## config.mk

```make
export PLATFORM = sky130hd
export DESIGN_NAME = can_tx_sched
export DESIGN_NICKNAME = d
export VERILOG_FILES = /design/src/rtl/can_pkg.sv /design/src/rtl/can_prio_sel.sv /design/src/rtl/can_tx_sched.sv
export SDC_FILE = /design/constraint.sdc
export NUM_CORES = 1
export LEC_CHECK = 0
export ABC_CLOCK_PERIOD_IN_PS = 8800
export BUFFER_PORTS_ARGS = -buffer_cell sky130_fd_sc_hd__buf_2
export CORE_ASPECT_RATIO = 0.75
export CORE_MARGIN = 2
export CORE_UTILIZATION = 50
export DETAILED_ROUTE_END_ITERATION = 7
export GPL_TIMING_DRIVEN = 0
export MAX_ROUTING_LAYER = met4
export PLACE_DENSITY = 0.89
export SYNTH_ARGS = -nofsm -noshare
export SYNTH_HDL_FRONTEND = slang
export SYNTH_SLANG_ARGS = --single-unit
```

## constraint.sdc

```tcl
create_clock -name clk -period 8.8 [get_ports clk]
set_input_delay 0.44 -clock clk [delete_from_list [all_inputs] [get_ports clk]]
set_output_delay 0.44 -clock clk [all_outputs]
set_load 0.01 [all_outputs]
```

## src/rtl/can_pkg.sv

```systemverilog
// Shared CAN definitions: field widths, scheduler states and default timing constants.
package can_pkg;

    localparam int unsigned CAN_ID_W          = 11;
    localparam int unsigned CAN_DATA_W        = 8;
    localparam int unsigned GRANT_W           = 3;
    localparam int unsigned DEF_RETRY_MAX     = 8;
    localparam int unsigned DEF_START_TIMEOUT = 16;

    typedef enum logic [2:0] {
        ST_IDLE,
        ST_SELECT,
        ST_LAUNCH,
        ST_WAIT_START,
        ST_WAIT_DONE,
        ST_COMPLETE,
        ST_FAIL
    } sched_state_t;

    typedef struct packed {
        logic [CAN_ID_W-1:0]   id;
        logic [CAN_DATA_W-1:0] data;
    } can_frame_t;

endpackage

```

## src/rtl/can_prio_sel.sv

```systemverilog
// Combinational selector: requesting entry with the lowest CAN ID wins, ties to the lowest index.
module can_prio_sel
    import can_pkg::*;
#(
    parameter int unsigned N     = 4,
    parameter int unsigned IDX_W = 3
) (
    input  logic [N-1:0]          req,
    input  logic [N*CAN_ID_W-1:0] addr,
    output logic [IDX_W-1:0]      idx,
    output logic                  valid
);

    logic [CAN_ID_W-1:0] best;
    logic [CAN_ID_W-1:0] cur;

    // Strict less-than keeps the earlier (lower) index on equal IDs.
    always_comb begin
        idx   = '0;
        valid = 1'b0;
        best  = '0;
        cur   = '0;
        for (int i = 0; i < int'(N); i++) begin
            cur = addr[i*CAN_ID_W +: CAN_ID_W];
            if (req[i] && (!valid || (cur < best))) begin
                valid = 1'b1;
                best  = cur;
                idx   = IDX_W'(i);
            end
        end
    end

endmodule

```

## src/rtl/can_tx_sched.sv

```systemverilog
// Transmit scheduler sharing one can_tx between mailboxes: lowest-ID arbitration,
// launch, completion tracking and bounded retry on arbitration loss or start timeout.
module can_tx_sched
    import can_pkg::*;
#(
    parameter int unsigned NUM_MB        = 4,
    parameter int unsigned RETRY_MAX     = DEF_RETRY_MAX,
    parameter int unsigned START_TIMEOUT = DEF_START_TIMEOUT
) (
    input  logic                       clk,
    input  logic                       rst,
    input  logic [NUM_MB-1:0]          mb_req,
    input  logic [NUM_MB*CAN_ID_W-1:0] mb_addr,
    input  logic [NUM_MB*CAN_DATA_W-1:0] mb_data,
    output logic [NUM_MB-1:0]          mb_ack,
    output logic [NUM_MB-1:0]          mb_err,
    output logic [CAN_ID_W-1:0]        tx_address,
    output logic [CAN_DATA_W-1:0]      tx_data,
    output logic                       send_data,
    input  logic                       clear_to_tx,
    input  logic                       txing,
    input  logic                       arb_lost,
    output logic                       busy,
    output logic [GRANT_W-1:0]         grant_idx
);

    localparam int unsigned RETRY_W = $clog2(RETRY_MAX + 1);
    localparam int unsigned TMO_W   = $clog2(START_TIMEOUT + 1);

    sched_state_t        state, state_next;
    can_frame_t          frame, frame_next;
    logic [GRANT_W-1:0]  grant_next;
    logic                send_next;
    logic                busy_next;
    logic [NUM_MB-1:0]   ack_next, err_next;
    logic [TMO_W-1:0]    tmo_cnt, tmo_next;
    logic [RETRY_W-1:0]  retry_cnt  [NUM_MB];
    logic [RETRY_W-1:0]  retry_next [NUM_MB];
    logic                txing_q;
    logic [GRANT_W-1:0]  sel_idx;
    logic                sel_valid;

    can_prio_sel #(
        .N     (NUM_MB),
        .IDX_W (GRANT_W)
    ) u_sel (
        .req   (mb_req),
        .addr  (mb_addr),
        .idx   (sel_idx),
        .valid (sel_valid)
    );

    assign tx_address = frame.id;
    assign tx_data    = frame.data;

    // Next-state and next-output logic; every registered output is computed here.
    always_comb begin
        state_next = state;
        frame_next = frame;
        grant_next = grant_idx;
        send_next  = 1'b0;
        ack_next   = '0;
        err_next   = '0;
        tmo_next   = tmo_cnt;
        retry_next = retry_cnt;

        case (state)
            ST_IDLE: begin
                if ((|mb_req) && clear_to_tx) begin
                    state_next = ST_SELECT;
                end
            end
            ST_SELECT: begin
                if (sel_valid) begin
                    grant_next      = sel_idx;
                    frame_next.id   = mb_addr[sel_idx*CAN_ID_W +: CAN_ID_W];
                    frame_next.data = mb_data[sel_idx*CAN_DATA_W +: CAN_DATA_W];
                    state_next      = ST_LAUNCH;
                end else begin
                    state_next = ST_IDLE;
                end
            end
            ST_LAUNCH: begin
                send_next  = 1'b1;
                tmo_next   = '0;
                state_next = ST_WAIT_START;
            end
            ST_WAIT_START: begin
                if (txing) begin
                    state_next = ST_WAIT_DONE;
                end else if (tmo_cnt == TMO_W'(START_TIMEOUT - 1)) begin
                    state_next = ST_FAIL;
                end else begin
                    tmo_next = tmo_cnt + TMO_W'(1);
                end
            end
            ST_WAIT_DONE: begin
                // Arbitration loss takes priority over a coincident end of frame.
                if (arb_lost) begin
                    state_next = ST_FAIL;
                end else if (txing_q && !txing) begin
                    state_next = ST_COMPLETE;
                end
            end
            ST_COMPLETE: begin
                for (int i = 0; i < int'(NUM_MB); i++) begin
                    if (grant_idx == GRANT_W'(i)) begin
                        ack_next[i]   = 1'b1;
                        retry_next[i] = '0;
                    end
                end
                state_next = ST_IDLE;
            end
            ST_FAIL: begin
                for (int i = 0; i < int'(NUM_MB); i++) begin
                    if (grant_idx == GRANT_W'(i)) begin
                        if (retry_cnt[i] == RETRY_W'(RETRY_MAX - 1)) begin
                            err_next[i]   = 1'b1;
                            retry_next[i] = '0;
                        end else begin
                            retry_next[i] = retry_cnt[i] + RETRY_W'(1);
                        end
                    end
                end
                state_next = ST_IDLE;
            end
            default: state_next = ST_IDLE;
        endcase

        busy_next = (state_next != ST_IDLE);
    end

    always_ff @(posedge clk) begin
        if (!rst) begin
            state     <= ST_IDLE;
            frame     <= '0;
            grant_idx <= '0;
            send_data <= 1'b0;
            busy      <= 1'b0;
            mb_ack    <= '0;
            mb_err    <= '0;
            tmo_cnt   <= '0;
            txing_q   <= 1'b0;
            for (int i = 0; i < int'(NUM_MB); i++) begin
                retry_cnt[i] <= '0;
            end
        end else begin
            state     <= state_next;
            frame     <= frame_next;
            grant_idx <= grant_next;
            send_data <= send_next;
            busy      <= busy_next;
            mb_ack    <= ack_next;
            mb_err    <= err_next;
            tmo_cnt   <= tmo_next;
            txing_q   <= txing;
            retry_cnt <= retry_next;
        end
    end

endmodule

```

==> impl_metrics.json, run 1 <==
{
  "dr.pass1.iters": 5,
  "cts_tree": "built",
  "viasPerCell": 5.82,
  "antenna_found_initial": 0,
  "reg2reg_setup_slack_ns": 6.75,
  "fin_crit_sh": 0.823,
  "diodes": 0,
  "rsz0062_at_grt": "no",
  "tightest_slew_ns": 0.563,
  "tns_ns": 0,
  "critPathArrivalTime_ns": 7.48,
  "die_width_um": 106,
  "cts_setup_buffers": 0,
  "grt_pass1_vias": 3892,
  "io_pins": 117,
  "setup.worst_path.end_class": "flop",
  "drtIter0Drc": 177,
  "critical_path.max_fanout": 10,
  "clkSinkCount": 56,
  "setup_violations": 0,
  "layout_common_cells": "119 x buf_2, 56 x dfxtp_1, 42 x nand2_1",
  "dp_hpwl_mm": 8.75,
  "max_stage_delay_ns": 0.56,
  "finalHoldViolCount": 0,
  "gr-usage-all-layers": 0.259,
  "grt-ovfl-total": 0,
  "ys_types": 59,
  "synth_area_sq_mm": 0.00394,
  "fin_skew_ns": 0.0162,
  "avgSynthCellArea_sq_um": 8.56,
  "ant_nets": 0,
  "h-tree-depth": 2,
  "required_ns": 9.04,
  "wl_met2_mm": 4.90,
  "nets": 702,
  "ys_ff_latch": 56,
  "synth.yosys.seq_area_share": 0.285,
  "grt_pass1_wl_mm": 17.5,
  "root_buffer": "clkbuf_8",
  "die_y_um": 80.8,
  "rows": 27,
  "drive_gt1_frac": 0.289,
  "insertion_delay_ns": 0.32,
  "p_per_area_mw_per_mm2": 150,
  "top_layer": "met4",
  "wl_met1_mm": 4.83,
  "vdd.ir_drop.worst_mv": 0.0879,
  "initial_utilization": 0.525,
  "grt_max_degree": 20,
  "clockBufferDepth": 2,
  "hp-class": "input pin to flop",
  "final_core_util": 0.631,
  "vias": 3974,
  "port_buffers": 114,
  "numCtsBuffers": 5,
  "wl_mm": 10.8,
  "yosys_warnings": 0,
  "routedWlPerCell_um": 15.7,
  "wl_met3_um": 798,
  "coreArea_sq_mm": 0.00750,
  "synthArstFlopShare": 0,
  "maxCapViolCount": 0,
  "synthCells": 460,
  "cp_slowest_cell": "or4b_4",
  "hold_buffers": 0,
  "leakagePower_nw": 2.19,
  "relSlewSlack": 0.625,
  "cts_resized": 0,
  "drc": 0,
  "post-route-min-period_ns": 7.24,
  "final_common_cell": "buf_2",
  "area_growth_syn_to_layout_pct": 20.2,
  "status": "completed",
  "synthFlopType": "dfxtp_1",
  "clock.fmax_mhz": 138,
  "path_clk_slew_ns": 0.10,
  "synth-edff-count": 0,
  "globalplace.congestion": 0.914,
  "syn-num-nets": 581,
  "startpoint_type": "input pin",
  "die-area_sq_mm": 0.00861,
  "maxSlewViolCount": 0,
  "crit_type": "input pin to flop"
}
## routing by layer
layer  vias up  track usage
li1       1953            -
met1      1842        0.319
met2       160        0.445
met3        19       0.0393
met4         0       0.0779
met5         -            -
## synth_stat cells (2+ instances only)
cell type	number	area, sq um
a211oi_1	3	22.5
a21boi_0	2	15.0
a21o_1	14	105
a21oi_1	15	75.1
a221oi_2	9	135
a22o_1	4	35.0
a22oi_1	10	75.1
a32oi_1	2	17.5
and2_1	4	25.0
and3_1	7	43.8
buf_2	5	25.0
buf_4	4	30.0
clkbuf_1	14	52.6
dfxtp_1	56	1120
ha_1	36	450
inv_1	20	75.1
mux2_2	18	203
mux2i_1	18	180
nand2_1	42	158
nand2b_1	7	43.8
nand3_1	13	65.1
nand3b_1	5	37.5
nand4_1	6	37.5
nor2_1	23	86.3
nor2b_1	20	125
nor3_1	12	60.1
nor3b_1	2	15.0
nor4_1	4	25.0
nor4b_1	2	17.5
o21a_1	5	37.5
o21ai_0	39	195
o221ai_1	8	70.1
o31ai_1	4	30.0
xor2_1	2	17.5
## area by class of cell
type                       instances  area (sq um)
timing repair buffer             114           571
multi-input combinational        358          2610
buffer                            25           126
clock inverter                     3          27.5
clock buffer                       5          68.8
inverter                          21          78.8
tap                              101           126
fill                             654          2770
sequential                        56          1120
## per-stage QoR
stage                     setup WS [ns]  total power [mW]  cell area [sq um]  hold WS [ns]  std cells
final                              1.56             0.712               4730         0.364        683
after global routing               1.06             0.753               4730         0.384        683
after CTS                          1.63             0.710               4730         0.364        683
after detailed placement           1.33             0.563               4630         0.450        675
after global placement             1.63             0.550               4630         0.441        675
after floorplan                    2.57             0.473               3940         0.425        460
## cell families after synthesis
logic type / share of synthesized area
other: 0.000953
buffers and inverters: 0.0521
AO/OA/AOI/OAI: 0.242
flip-flops: 0.285
adder cells (fa/ha/maj): 0.114
AND/OR/NAND/NOR: 0.204
XOR/XNOR: 0.00445
multiplexers: 0.0973
## power by group
| part | switching (mW) | leakage, nW | total [mW] | internal, mW |
|---|---|---|---|---|
| registers | 0.0120 | 0.455 | 0.287 | 0.275 |
| logic | 0.156 | 1.68 | 0.275 | 0.119 |
| clock network | 0.0906 | 0.0463 | 0.149 | 0.0587 |
## path summary, 6_finish.rpt
| kind | from | endpoint | cells past startpoint |
|---|---|---|---|
| worst max-delay path | mb_req[0] | tx_data[7] | 31 |
| worst min-delay path | mb_data[31] | tx_data[7] | 3 |
| worst max register to register | tmo_cnt[0] | busy | 7 |
| worst min register to register | retry_cnt[11] | retry_cnt[11] | 1 |
## critical path: cells and delay by family
family	cells	cell delay (ns)
buffers and inverters	8	2.02
AO/OA/AOI/OAI	14	2.80
AND/OR/NAND/NOR	6	1.22
adder cells (fa/ha/maj)	3	0.99
## state kept, by name (all words and copies together) (netlist names)
| signal | flops |
|---|---|
| tx_address | 11 |
| txing_q | 1 |
| busy | 1 |
| mb_err | 4 |
| state | 3 |
| retry_cnt | 16 |
| tmo_cnt | 5 |
| mb_ack | 4 |
| tx_data | 8 |
| grant_idx | 2 |
| send_data | 1 |
Power figures use the tool's default switching activity.
==> inputs of run 2 (changes only) <==
--- a/config.mk
+++ b/config.mk
@@ -5,7 +5,7 @@
 export SDC_FILE = /design/constraint.sdc
 export NUM_CORES = 1
 export LEC_CHECK = 0
-export ABC_CLOCK_PERIOD_IN_PS = 8800
+export ABC_CLOCK_PERIOD_IN_PS = 7500
 export BUFFER_PORTS_ARGS = -buffer_cell sky130_fd_sc_hd__buf_2
 export CORE_ASPECT_RATIO = 0.75
 export CORE_MARGIN = 2
==> constraint.sdc (replaced) <==
create_clock -name clk -period 7.5 [get_ports clk]
set_input_delay 0.375 -clock clk [delete_from_list [all_inputs] [get_ports clk]]
set_output_delay 0.375 -clock clk [all_outputs]
set_load 0.01 [all_outputs]
==> run 2 against run 1 <==
- via count shrank 0.28%
- worst hold slack got worse by 0.066 ns
- utilization is 0.050 points lower
- register-to-register slack worse by 1.3 ns
- routed wire length is 0.27% lower
- sequential share of layout area is essentially flat
- count of clock-buffer cells in the layout is the same
- global-route usage stayed put
- final area about the same
- non-clock buffer count is 1 lower
- combinational power grew 17%
- cell count is 0.15% lower
- largest power group unchanged
==> impl_metrics.json, run 2 (synthesized netlist as in run 1, its figures left out) <==
{
  "status": "completed",
  "diodes": 0,
  "cp_common_cell": "ha_1",
  "insertion_delay_ns": 0.32,
  "grt_pass1_vias": 3892,
  "setup.worst_path.end_class": "flop",
  "die_width_um": 106,
  "drc": 0,
  "grt-ovfl-total": 0,
  "regMostFlops": "retry_cnt",
  "rsz0062_at_grt": "no",
  "pwr-share-clk": 0.208,
  "tns_ns": 0,
  "port_buffers": 114,
  "clkSinkCount": 56,
  "wl_mm": 10.7,
  "swShare": 0.362,
  "path_clk_slew_ns": 0.10,
  "drive_gt1_frac": 0.289,
  "post-route-min-period_ns": 6.92,
  "p_int_mw": 0.531,
  "nFillCells": 653,
  "required_ns": 7.74,
  "hp-class": "input pin to flop",
  "fin_skew_ns": 0.0140,
  "viasPerCell": 5.81,
  "die_y_um": 80.8,
  "layout_common_cells": "119 x buf_2, 56 x dfxtp_1, 42 x nand2_1",
  "initial_utilization": 0.525,
  "h-tree-depth": 2,
  "max_stage_delay_ns": 0.56,
  "vias": 3963,
  "relSlewSlack": 0.628,
  "leakagePower_nw": 2.18,
  "grt_pass1_wl_mm": 17.5,
  "area_growth_syn_to_layout_pct": 20.1,
  "crit_type": "input pin to flop",
  "fin_crit_sh": 0.922,
  "maxSlewViolCount": 0,
  "setup_violations": 0,
  "cts_setup_buffers": 0,
  "cts_tree": "built",
  "io_pins": 117,
  "ant_nets": 0,
  "clockBufferDepth": 2,
  "pwr-share-comb": 0.387,
  "critPathArrivalTime_ns": 7.16,
  "root_buffer": "clkbuf_8",
  "netSwitchingPower_mw": 0.301,
  "largest_reg_flops": 16,
  "cp_slowest_cell": "or4b_4",
  "dr.pass1.iters": 5,
  "die-area_sq_mm": 0.00861,
  "rows": 27,
  "coreArea_sq_mm": 0.00750,
  "clock.fmax_mhz": 145,
  "antenna_found_initial": 0,
  "grt_max_degree": 20,
  "multi_input_area_sq_mm": 0.00261,
  "dp_hpwl_mm": 8.75,
  "total_power_mw": 0.833,
  "seqPwrFrac": 0.405,
  "globalplace.congestion": 0.914,
  "hold_ws_ns": 0.298,
  "nets": 701,
  "finalHoldViolCount": 0,
  "vdd.ir_drop.worst_mv": 0.103,
  "critical_path.max_fanout": 10,
  "hold_buffers": 0,
  "tightest_slew_ns": 0.558,
  "numCtsBuffers": 5,
  "final_common_cell": "buf_2",
  "gr-usage-all-layers": 0.259,
  "startpoint_type": "input pin",
  "maxCapViolCount": 0,
  "drtIter0Drc": 203,
  "cts_resized": 0,
  "p_per_area_mw_per_mm2": 176,
  "regArea_sq_mm": 0.00112,
  "routedWlPerCell_um": 15.7
}
run 2: changes by cell type in the layout (fill, tap and decap cells not counted):
cell / before / now
clkbuf_1: 14 / 13
run 2: through the flow:
| stage | util | worst slack, ns | cell area [sq um] | std cells |
|---|---|---|---|---|
| floorplan | - | 1.33 | 3940 | 460 |
| global placement | 0.618 | 0.398 | 4630 | 675 |
| detailed placement | 0.618 | 0.0978 | 4630 | 675 |
| CTS | 0.631 | 0.394 | 4730 | 683 |
| global route | 0.630 | 0.171 | 4730 | 682 |
| finish | 0.630 | 0.582 | 4730 | 682 |
run 2: power by group through the flow:
stage	Combinational (mW)	Sequential, mW	Clock [mW]
after floorplan	0.203	0.352	0
after global placement	0.304	0.342	0
after detailed placement	0.318	0.343	0
after CTS	0.319	0.337	0.177
after global routing	0.356	0.341	0.187
final	0.322	0.337	0.173
run 2: layout make-up:
cell class,instances,area share
multi-input cells,358,0.552
flip-flops and latches,56,0.237
repair buffers,114,0.121
well taps,101,0.0267
plain buffers,24,0.0259
inverters,21,0.0167
clock buffers,5,0.0146
clock inverters,3,0.00582
run 2: final timing paths:
kind,startpoint,endpoint,slack (ns),cells after the start
setup / recovery,mb_req[0],tx_data[7],0.58,31
hold reg to reg,retry_cnt[11],retry_cnt[11],0.47,1
setup reg to reg,tmo_cnt[0],busy,5.47,7
hold / removal,mb_data[31],tx_data[7],0.30,3
run 2: layer usage:
layer | part of all wire | vias up | global-route usage | routed length (um)
li1 | - | 1947 | - | -
met1 | 0.45 | 1835 | 0.319 | 4860
met2 | 0.46 | 159 | 0.445 | 4900
met3 | 0.068 | 22 | 0.0393 | 734
met4 | 0.021 | 0 | 0.0779 | 228
met5 | 0 | - | - | 0
run 2: worst max-delay path: cells and delay by family:
family	cells	cell delay, ns
simple gates	8	1.54
compound gates	13	2.77
fa+ha+maj	3	0.96
buf+inv	7	1.52
